`src/rtl/sram_bank_controller.sv`:
```
// Bus-to-SRAM bridge: decodes a byte address onto N_SRAM single-port banks,
// runs one access at a time with read wait states and sram_wait stalls.
// Ports:
//   CLK, RST                : clock, synchronous active-high reset
//   req_valid/ready/wen     : bus request handshake and direction
//   req_addr/wdata/byte_en  : byte address, write data, lane enables
//   rsp_valid/ready         : response handshake with backpressure
//   rsp_rdata, rsp_err      : read data (0 on write/error), decode error
//   wen, ram_wData, addr    : SRAM write enable, write data, word index
//   byte_en, sram_en        : SRAM lane enables, one-hot bank enable
//   ram_rData, sram_wait    : packed per-bank read data, SRAM stall
module sram_bank_controller #(
    parameter int N_SRAM      = 1,
    parameter int DATA_W      = 32,
    parameter int ADDR_W      = 32,
    parameter int BANK_AW     = 10,
    parameter int WAIT_STATES = 0
) (
    input  logic                       CLK,
    input  logic                       RST,
    input  logic                       req_valid,
    output logic                       req_ready,
    input  logic                       req_wen,
    input  logic [ADDR_W-1:0]          req_addr,
    input  logic [DATA_W-1:0]          req_wdata,
    input  logic [DATA_W/8-1:0]        req_byte_en,
    output logic                       rsp_valid,
    input  logic                       rsp_ready,
    output logic [DATA_W-1:0]          rsp_rdata,
    output logic                       rsp_err,
    output logic                       wen,
    output logic [DATA_W-1:0]          ram_wData,
    output logic [BANK_AW-1:0]         addr,
    output logic [DATA_W/8-1:0]        byte_en,
    output logic [N_SRAM-1:0]          sram_en,
    input  logic [N_SRAM*DATA_W-1:0]   ram_rData,
    input  logic                       sram_wait
);

    localparam int BE_W     = DATA_W / 8;
    localparam int BYTE_OFF = $clog2(BE_W);
    localparam int SEL_W    = (N_SRAM > 1) ? $clog2(N_SRAM) : 1;
    localparam int CNT_W    = (WAIT_STATES > 0) ? $clog2(WAIT_STATES + 1) : 1;
    localparam int UP_LSB   = BYTE_OFF + BANK_AW + SEL_W;

    localparam logic [SEL_W:0]   NBANK = (SEL_W + 1)'(N_SRAM);
    localparam logic [CNT_W-1:0] WS_C  = CNT_W'(WAIT_STATES);

    localparam logic [1:0] S_IDLE   = 2'd0;
    localparam logic [1:0] S_ACCESS = 2'd1;
    localparam logic [1:0] S_RESP   = 2'd2;

    logic [1:0]         r_state;
    logic [CNT_W-1:0]   r_cnt;
    logic               r_wen;
    logic [BANK_AW-1:0] r_word;
    logic [SEL_W-1:0]   r_bank;
    logic [DATA_W-1:0]  r_wdata;
    logic [BE_W-1:0]    r_be;
    logic               r_err;
    logic [DATA_W-1:0]  r_rdata;

    logic [BANK_AW-1:0] w_word;
    logic [SEL_W-1:0]   w_bank;
    logic               w_upper_nz;
    logic               w_err;
    logic               w_access;
    logic [N_SRAM-1:0]  w_en;
    logic [DATA_W-1:0]  w_rsel;
    logic               w_unused_addr;

    assign w_word = req_addr[BYTE_OFF +: BANK_AW];
    assign w_bank = req_addr[BYTE_OFF + BANK_AW +: SEL_W];

    // Byte-offset bits never reach the SRAM; fold them so nothing dangles.
    assign w_unused_addr = ^req_addr;

    generate
        if (UP_LSB < ADDR_W) begin : g_upper
            assign w_upper_nz = |req_addr[ADDR_W-1:UP_LSB];
        end else begin : g_no_upper
            assign w_upper_nz = 1'b0;
        end
    endgenerate

    assign w_err = ({1'b0, w_bank} >= NBANK) | w_upper_nz;

    always_comb begin
        w_en   = '0;
        w_rsel = '0;
        for (int i = 0; i < N_SRAM; i++) begin
            if (r_bank == SEL_W'(i)) begin
                w_en[i] = 1'b1;
                w_rsel  = ram_rData[i*DATA_W +: DATA_W];
            end
        end
    end

    always_ff @(posedge CLK) begin
        if (RST) begin
            r_state <= S_IDLE;
            r_cnt   <= '0;
            r_wen   <= 1'b0;
            r_word  <= '0;
            r_bank  <= '0;
            r_wdata <= '0;
            r_be    <= '0;
            r_err   <= 1'b0;
            r_rdata <= '0;
        end else begin
            unique case (r_state)
                S_IDLE: begin
                    if (req_valid) begin
                        r_wen   <= req_wen;
                        r_word  <= w_word;
                        r_bank  <= w_bank;
                        r_wdata <= req_wdata;
                        r_be    <= req_byte_en;
                        r_err   <= w_err;
                        r_cnt   <= '0;
                        r_rdata <= '0;
                        r_state <= w_err ? S_RESP : S_ACCESS;
                    end
                end
                S_ACCESS: begin
                    // A stalled cycle freezes both the counter and the state.
                    if (!sram_wait) begin
                        if (r_wen) begin
                            r_state <= S_RESP;
                        end else if (r_cnt == WS_C) begin
                            r_rdata <= w_rsel;
                            r_state <= S_RESP;
                        end else begin
                            r_cnt <= r_cnt + 1'b1;
                        end
                    end
                end
                S_RESP: begin
                    if (rsp_ready) begin
                        r_state <= S_IDLE;
                    end
                end
                default: r_state <= S_IDLE;
            endcase
        end
    end

    assign w_access  = (r_state == S_ACCESS);
    assign req_ready = (r_state == S_IDLE);
    assign rsp_valid = (r_state == S_RESP);
    assign rsp_rdata = rsp_valid ? r_rdata : '0;
    assign rsp_err   = rsp_valid & r_err;

    assign sram_en   = w_access ? w_en : '0;
    assign wen       = w_access & r_wen;
    assign addr      = w_access ? r_word : '0;
    assign ram_wData = w_access ? r_wdata : '0;
    assign byte_en   = w_access ? r_be : '0;

endmodule

```
`config.mk`:
```
export PLATFORM = sky130hd
export DESIGN_NAME = sram_bank_controller
export DESIGN_NICKNAME = d
export VERILOG_FILES = /design/src/rtl/sram_bank_controller.sv
export SDC_FILE = /design/constraint.sdc
export NUM_CORES = 1
export LEC_CHECK = 0
export BUFFER_PORTS_ARGS = -buffer_cell sky130_fd_sc_hd__buf_2
export CAP_MARGIN = 20
export CELL_PAD_IN_SITES_DETAIL_PLACEMENT = 1
export CELL_PAD_IN_SITES_GLOBAL_PLACEMENT = 2
export CORE_AREA = 2 2 123 125
export DETAILED_ROUTE_END_ITERATION = 8
export DIE_AREA = 0 0 125 127
export PLACE_DENSITY_LB_ADDON = 0.05
export REMOVE_ABC_BUFFERS = 1
export SKIP_LAST_GASP = 1
export SYNTH_ARGS = -nofsm -noshare
export SYNTH_HDL_FRONTEND = slang
export SYNTH_SLANG_ARGS = --single-unit
```
`constraint.sdc`:
```
create_clock -name CLK -period 4 [get_ports CLK]
set_input_delay 0.8 -clock CLK [delete_from_list [all_inputs] [get_ports CLK]]
set_output_delay 0.8 -clock CLK [all_outputs]
set_load 0.03 [all_outputs]
```
==> run metrics <==
status=finished clean; Filler cells=1799; initial antenna violation count=0; Final Wtd Congestion=0.750; CP Max Fanout=50; switching share of power=0.234; Overall Global Routing Usage=0.152; Via density=4.42; clock root cell=clkbuf_16; Iter 0 DRT Violations=120; max frequency=0.387 GHz; dominant cells by area after synthesis=dfxtp_1 45%, and2_1 14%, nand2_1 13%; layout cell share with drive strength beyond 1=0.374; Worst-Margin Slew=1.01 ns; Combinational Power Share=0.090; Die ar.=15900 µm²; Residual DRC=0; commonest cells after routing, fill and taps aside=185 x buf_2, 129 x nand2_1, 83 x dfxtp_1, 80 x and2_1, 68 x a21oi_1; Setup WS post-layout=1.42 ns; io pins=189; Yosys warning count=0; Int Pwr=0.00150 W; Worst Path Required=3.20 ns; Net Sw Power=0.000458 W; hpwl dp=7.59 mm; Die X-Extent=125 µm; Reg2Reg Depth=5; Max-Slew Margin vs Limit=0.329; CTS buffer count=9; RSZ-0062 raised after global routing=no; dominant cell type by area after synthesis=dfxtp_1; Clk pwr share=0.464; Initial Util=0.257; Routed WL=11.8 mm; wire per inst=14.5 µm; crit end category=output pin; WHS Path Cells=2; R2R Setup Slk=1.88 ns; Slew Limit Fails=0; nets=737; post-layout util=0.349; commonest non-fill, non-tap cell in the layout=buf_2; pre-CTS WS=1.70 ns; Vias=3617; setup TNS=0 ns; Mapped Avg Cell Area=7.94 µm²; Sequential Power Share=0.446; Final Hold Fails=0; area delta synth->final=35.9%; #FFs+latches synth=83; CTS tree=done; Worst-Skew Late Latency=0.34 ns; Setup-failing EPs final=0; hold_sp=r_rdata[2]; worst hold endpoint=r_rdata[2]; Rows=44; Die Y=127 µm; CP startpoint=r_state[0]; global route overflow=0; P_leak=2.27 nW; vias in the first global route=3825; first-pass GRT wire length=19.4 mm; Hold-fix buffers, CTS=0; Buffers on Ports=186; final worst-path cycle share=0.645; Distinct cells, synth=26; Cell Area, Synth=3710 µm²; VDD IR max=0.000208 V; Core Box Area=14400 µm²; Worst setup SP type=flip-flop; Setup Crit Path Kind=reg2out; Clock Sinks=83; Max-cap violations=0; cts repair resizes=0; DRT Pass-1 Iters=4; Clk pin slew, worst setup/hold paths=0.06 ns; Clock Path Buffers=2; Hold Path Class=reg2reg; Synth Instances=467; fin crit period=2.58 ns; antenna-violating nets left=0; Yosys top cell area share=0.448; PD cells=388 nW/µm²; number of setup buffers added after CTS=0; largest net degree at the start of global routing=76; Arrival @ worst endpoint=1.78 ns; Seq/Total Area, Yosys=0.448; RR Startpoint=r_state[0]; Antenna Cells=0; R2R Path End=r_rdata[29]; H-tree levels=3; Clock Skew=0.00373 ns
==> worst max-delay path, stage by stage (launching register included) <==
cell	delay, ns
dfxtp_1	0.42
nor2b_4	0.18
buf_4	0.41
and2_1	0.21
buf_2	0.21
==> synth_stat cells <==
cell,instances
or4_1,2
nand2b_1,2
clkbuf_1,20
buf_2,12
and3_1,1
nor4_1,3
nand3_1,20
nor2b_4,1
a221oi_4,1
nor2b_1,2
inv_1,1
dfxtp_1,83
buf_6,4
a22o_1,1
clkbuf_8,1
and2_1,81
nand2_1,130
a21oi_2,13
buf_4,1
nand3b_1,1
o211a_1,1
a21oi_1,68
a211oi_1,1
nand3_2,13
nor2_1,3
a221o_2,1
==> power groups by stage <==
stage	clock network (W)	logic (W)	registers, W
6_report	0.000907	0.000176	0.000873
5_1_grt	0.000969	0.000201	0.000878
4_1_cts	0.000943	0.000182	0.000874
3_5_place_dp	0	0.000182	0.000892
3_3_place_gp	0	0.000178	0.000890
2_1_floorplan	0	0.0000773	0.000888
==> worst max path at each step <==
stage                             to  slack [ns]  cells past startpoint
after floorplan              sram_en        0.43                      2
after global placement         r_err        1.71                      4
after detailed placement       r_err        1.70                      4
after CTS                 byte_en[1]        1.35                      4
after global routing         addr[8]        1.24                      4
final                        addr[8]        1.42                      4
==> cells by family after synthesis <==
group	count (synthesis)	share of synthesized area
compound gates	86	0.140
simple gates	259	0.357
buf+inv	39	0.0553
flops	83	0.448
==> area by class of cell <==
class | instances | area [µm²] | area share
Inverter | 1 | 3.75 | 0.000745
Multi-Input combinational cell | 345 | 1850 | 0.368
Timing Repair Buffer | 191 | 971 | 0.193
Sequential cell | 83 | 1660 | 0.330
Tap cell | 184 | 230 | 0.0457
Clock inverter | 2 | 60.1 | 0.0119
Clock buffer | 12 | 256 | 0.0509
==> layer usage <==
metal	track usage	up-vias	share of wire
li1	-	1832	-
met1	0.188	1657	0.47
met2	0.250	111	0.45
met3	0.0440	17	0.066
met4	0.0608	0	0.018
met5	0	-	0
==> flip-flops by register name, summed over array words and instances, names as in the netlist <==
| signal | count |
|---|---|
| r_word | 10 |
| r_bank | 1 |
| r_be | 4 |
| r_err | 1 |
| r_rdata | 32 |
| r_wen | 1 |
| r_state | 2 |
| r_wdata | 32 |
==> stage by stage <==
step / std cells / total power (W) / hold slack (ns) / area [µm²]
final: 818 / 0.00196 / 0.447 / 5040
after global routing: 818 / 0.00205 / 0.469 / 5040
after CTS: 818 / 0.00200 / 0.451 / 5040
after detailed placement: 804 / 0.00107 / 0.442 / 4720
after global placement: 804 / 0.00107 / 0.434 / 4720
after floorplan: 429 / 0.000965 / 0.421 / 3510
No activity file was read; power rests on OpenSTA's default activity.
